File: src/rtl/accesscode_corr.sv
// Access-code correlator: slides a 64-bit window over rxbit, flags a sync hit,
// then checks the 4-bit alternating trailer that follows the sync word.
module accesscode_corr (
  input  logic        clk_6M,
  input  logic        rst,
  input  logic        p_1us,
  input  logic        rxbit,
  input  logic        corr_en,
  input  logic [1:0]  sync_sel,
  input  logic [63:0] regi_syncword_CAC,
  input  logic [63:0] regi_syncword_DAC,
  input  logic [63:0] regi_syncword_GIAC,
  input  logic [63:0] regi_syncword_DIAC,
  input  logic [6:0]  regi_corr_th,
  input  logic [9:0]  regi_search_win,
  output logic        rx_trailer_st_p,
  output logic        rxCAC,
  output logic        sync_miss_p,
  output logic        trailer_done_p,
  output logic        trailer_ok,
  output logic [6:0]  corr_matches
);

  typedef enum logic [1:0] {
    IDLE, SEARCH, TRAILER, DONE
  } state_t;

  state_t      state, state_n;
  logic        en_d, p_d;
  logic [63:0] sr, word, diff;
  logic [6:0]  fill, match;
  logic [9:0]  wcnt;
  logic [2:0]  tcnt;
  logic        terr, exp_b;
  logic        start, hit, miss, tdone;

  always_comb begin
    word = regi_syncword_CAC;
    unique case (sync_sel)
      2'd0: word = regi_syncword_CAC;
      2'd1: word = regi_syncword_DAC;
      2'd2: word = regi_syncword_GIAC;
      2'd3: word = regi_syncword_DIAC;
    endcase
  end

  assign diff = sr ^ word;

  always_comb begin
    match = '0;
    for (int i = 0; i < 64; i++)
      match = match + {6'd0, ~diff[i]};
  end

  // Trailer alternates, starting with the inverse of the sync MSB
  assign exp_b = ~word[63] ^ tcnt[0];

  always_comb begin
    state_n = state;
    start   = 1'b0;
    hit     = 1'b0;
    miss    = 1'b0;
    tdone   = 1'b0;
    if (!corr_en) begin
      state_n = IDLE;
    end else begin
      case (state)
        IDLE: if (!en_d) begin
          start   = 1'b1;
          state_n = SEARCH;
        end
        SEARCH: if (p_d) begin
          if (fill == 7'd64 && match >= regi_corr_th) begin
            hit     = 1'b1;
            state_n = TRAILER;
          end else if (regi_search_win != '0 &&
                       wcnt == regi_search_win) begin
            miss    = 1'b1;
            state_n = DONE;
          end
        end
        TRAILER: if (tcnt == 3'd4) begin
          tdone   = 1'b1;
          state_n = DONE;
        end
        default: ;
      endcase
    end
  end

  always_ff @(posedge clk_6M) begin
    if (rst) state <= IDLE;
    else     state <= state_n;
  end

  always_ff @(posedge clk_6M) begin
    if (rst) begin
      en_d            <= 1'b0;
      p_d             <= 1'b0;
      sr              <= '0;
      fill            <= '0;
      wcnt            <= '0;
      tcnt            <= '0;
      terr            <= 1'b0;
      rx_trailer_st_p <= 1'b0;
      sync_miss_p     <= 1'b0;
      trailer_done_p  <= 1'b0;
      rxCAC           <= 1'b0;
      trailer_ok      <= 1'b0;
      corr_matches    <= '0;
    end else begin
      en_d            <= corr_en;
      p_d             <= p_1us;
      rx_trailer_st_p <= hit;
      sync_miss_p     <= miss;
      trailer_done_p  <= tdone;
      if (start) begin
        sr           <= '0;
        fill         <= '0;
        wcnt         <= '0;
        tcnt         <= '0;
        terr         <= 1'b0;
        rxCAC        <= 1'b0;
        trailer_ok   <= 1'b0;
        corr_matches <= '0;
      end
      if (p_1us && (state == SEARCH || state == TRAILER))
        sr <= {rxbit, sr[63:1]};
      if (p_1us && state == SEARCH) begin
        if (fill != 7'd64) fill <= fill + 7'd1;
        wcnt <= wcnt + 10'd1;
      end
      if (p_1us && state == TRAILER && tcnt != 3'd4) begin
        tcnt <= tcnt + 3'd1;
        if (rxbit != exp_b) terr <= 1'b1;
      end
      if (hit) begin
        corr_matches <= match;
        rxCAC        <= (sync_sel == 2'd0);
      end
      if (tdone) trailer_ok <= ~terr;
    end
  end

endmodule

File: config.mk
export PLATFORM = sky130hd
export DESIGN_NAME = accesscode_corr
export DESIGN_NICKNAME = d
export VERILOG_FILES = /design/src/rtl/accesscode_corr.sv
export SDC_FILE = /design/constraint.sdc
export NUM_CORES = 1
export LEC_CHECK = 0
export CORE_MARGIN = 8
export CORE_UTILIZATION = 39
export CTS_CLUSTER_DIAMETER = 120
export CTS_CLUSTER_SIZE = 30
export DETAILED_ROUTE_END_ITERATION = 7
export GPL_TIMING_DRIVEN = 0
export PLACE_DENSITY = 0.72
export SLEW_MARGIN = 30
export SYNTH_ARGS = -nofsm -noshare
export SYNTH_HDL_FRONTEND = slang
export SYNTH_SLANG_ARGS = --single-unit
File: constraint.sdc
create_clock -name clk_6M -period 20.7 [get_ports clk_6M]
set_clock_uncertainty 0.15 [all_clocks]
set_input_delay 2.07 -clock clk_6M [delete_from_list [all_inputs] [get_ports clk_6M]]
set_output_delay 2.07 -clock clk_6M [all_outputs]
set_load 0.03 [all_outputs]
==> results.py <==
metrics = {
    "clocking": {
        "root_buffer": "clkbuf_16",
        "post_cts_resize_count": 0,
        "clkTransAtPathRegs_ns": 0.07,
        "clock_sinks": 101,
        "holdBufCountCts": 0,
        "cts_tree": "yes",
        "cts_made_buffers": 9,
        "cts.path.max_buffers": 2,
        "clk_latency_ns": 0.35,
        "h-tree-depth": 3,
        "post-cts-setup-buffers": 0,
    },
    "global_routing": {
        "antenna_found_initial": 0,
        "grt_start_max_net_pins": 16,
        "grt_pass1_wl_microns": 41800,
        "grt_pass1_vias": 7707,
        "grt_usage_pct": 21.0,
        "grt_overflow": 0,
    },
    "routing": {
        "first_pass_iters": 5,
        "routed-wl-met3_microns": 2020,
        "top_layer": "met4",
        "dr_wl_met2_microns": 13700,
        "wl_microns": 27100,
        "met1_length_microns": 11100,
        "avgViaCountPerCell": 5.18,
        "drcViolationCount": 0,
        "drtIter0Drc": 391,
        "post_drt_wl_per_cell_microns": 19.4,
        "drtAntennaViolNets": 0,
        "vias": 7234,
    },
    "finish": {
        "drive_gt1_share_pct": 9.06,
        "layout.nets": 1486,
        "n_fill_cell": 1746,
        "syn2layout_area_growth_pct": 44.2,
        "diodes": 0,
    },
    "die": {
        "die_x_microns": 160,
        "dieArea_sq_mm": 0.0255,
        "rows": 52,
        "core-area_sq_mm": 0.0202,
        "top_level_ports": 292,
        "die_y_microns": 160,
        "start_util_pct": 39.8,
    },
    "worst_setup_path": {
        "required_ns": 20.79,
        "critPathKind": "primary input to flip-flop",
        "critPathMaxFanout": 10,
        "crit_path_start_kind": "primary input",
        "cp.arrival_ns": 11.23,
        "endpoint_kind": "flip-flop",
    },
    "sta": {
        "slew_headroom_pct": 43.4,
        "min_period_ns": 11.14,
        "fmax_ghz": 0.0898,
        "setup-tns-final_ns": 0,
        "rsz0062_at_grt": "no",
        "tightest_slew_ns": 0.849,
        "drv_slew": 0,
        "fin_crit_sh_pct": 53.8,
        "setup_viol": 0,
        "hold_violations": 0,
    },
    "synthesis": {
        "yosysTopAreaCell": "dfxtp_1",
        "ys_types": 46,
        "yosys_register_bits": 101,
        "synth_edf_count": 0,
        "syn_nets": 1186,
        "async_flop_share_pct": 0,
        "ys_seq_area_share_pct": 25.1,
        "yosys-top-cells-area": "dfxtp_1 (25%), mux4_2 (18%), fa_1 (13%), a21oi_1 (5.3%), xor2_1 (5.0%)",
        "synthCells": 822,
        "netlist_area_sq_mm": 0.00805,
        "avgSynthCellArea_sq_um": 9.80,
        "synth-main-ff-cell": "dfxtp_1",
        "synth_warnings": 0,
        "synth_top_area_share_pct": 25.1,
    },
    "worst_hold_path": {
        "hp-class": "flip-flop to flip-flop",
    },
    "placement": {
        "dp_hpwl_microns": 23000,
        "gp_routability_congestion": 0.849,
        "io_buffers": 289,
    },
    "status": {
        "run_status": "complete, no violations",
    },
    "job": {
        "maxCapViolations": 0,
    },
}
[cell type report]
class / count / area [sq um] / area share (%)
buffer: 51 / 206 / 1.78
timing repair buffer: 289 / 2890 / 24.9
multi-input combinational: 605 / 5580 / 48.1
sequential: 101 / 2020 / 17.4
clock inverter: 3 / 68.8 / 0.593
inverter: 65 / 244 / 2.10
tap: 270 / 338 / 2.91
clock buffer: 12 / 256 / 2.21
[metal layers]
metal,vias up,track usage (%)
li1,3476,-
met1,3467,24.7
met2,271,37.2
met3,20,6.45
met4,0,4.20
met5,-,0
[cells in the mapped netlist, drive strengths merged (2+ instances only)]
cell type	instances
nand2	85
a22oi	2
nor3	8
nand2b	8
a211oi	5
or2	2
inv	65
a21oi	87
nor4	7
nand3b	9
ha	30
nand3	76
and3	4
fa	54
o21ai	8
xnor2	32
and2	4
mux2i	5
a21o	2
nor2b	3
nor2	31
buf	17
o311ai	2
a31oi	2
mux4	64
mux2	7
clkbuf	34
nor3b	6
nand4	3
xor2	46
o21a	2
dfxtp	101
[placed cells by master, fill, tap and decap left out, types with 3 or more instances in the layout]
master	count
dfxtp_1	101
nand3_1	76
nor3b_1	6
nand4_1	3
ha_1	30
nor4_1	7
fa_1	54
clkdlybuf4s50_1	289
o21ai_0	8
and3_1	4
inv_1	65
xnor2_1	32
nand2b_1	8
nand2_1	85
a211oi_1	5
and2_1	4
clkbuf_16	9
nand3b_1	9
nor2b_1	3
nor3_1	7
mux2i_1	5
a21oi_1	86
mux2_2	7
nor2_1	31
buf_1	5
xor2_1	46
buf_2	12
clkbuf_1	35
mux4_2	64
[sequential cells by signal (all words and copies together), names as in the netlist, 2 cells and up]
| name | flops |
|---|---|
| corr_matches | 7 |
| fill | 7 |
| sr | 64 |
| state | 2 |
| tcnt | 3 |
| wcnt | 10 |
[metrics by stage]
step                instances  worst slack [ns]  utilization, %  instance area, sq um  hold WS, ns
global placement         1381              9.18            55.8                 11300        0.309
CTS                      1396              9.55            57.4                 11600        0.328
global route             1396              9.11            57.4                 11600        0.351
detailed placement       1381              9.18            55.8                 11300        0.320
finish                   1396              9.56            57.4                 11600        0.327
floorplan                 822             10.56               -                  8050        0.288
[final timing paths]
path	startpoint	slack, ns	depth (start not counted)	end
worst min-delay path	sr[43]$_SDFFE_PP0P_	0.33	2	sr[42]$_SDFFE_PP0P_
worst min register to register	sr[43]$_SDFFE_PP0P_	0.33	2	sr[42]$_SDFFE_PP0P_
worst max register to register	sr[23]$_SDFFE_PP0P_	12.92	26	corr_matches[4]$_SDFFE_PP0P_
worst max-delay path	sync_sel[1]	9.56	27	corr_matches[4]$_SDFFE_PP0P_
[cell families (layout without fill, tap and decap cells)]
| group | count (synthesis) | after routing | share of synthesized area, % |
|---|---|---|---|
| compound gates | 118 | 118 | 8.23 |
| simple gates | 249 | 249 | 15.0 |
| fa+ha+maj | 84 | 84 | 18.1 |
| mux | 76 | 76 | 19.5 |
| flops | 101 | 101 | 25.1 |
| xor+xnor | 78 | 78 | 8.48 |
| buf+inv | 116 | 420 | 5.59 |
[worst max-delay path: stages]
cell and delay [ns]:
clkdlybuf4s50_1 0.50, buf_2 0.38, clkbuf_1 0.69, mux4_2 0.44, xor2_1 0.17, fa_1 0.53, fa_1 0.56, fa_1 0.53
fa_1 0.52, fa_1 0.52, fa_1 0.52, fa_1 0.53, fa_1 0.55, inv_1 0.04, ha_1 0.20, inv_1 0.07
fa_1 0.19, nor2b_1 0.05, o21ai_0 0.31, a21o_1 0.20, nand2_1 0.07, ha_1 0.32, nand3_1 0.09, a21oi_1 0.20
a21oi_2 0.12, nor3_4 0.44, mux2_2 0.39
Power is left out: the tool's default activity adds up to more than one toggle a clock period on the data nets, which glitch-free logic cannot reach.
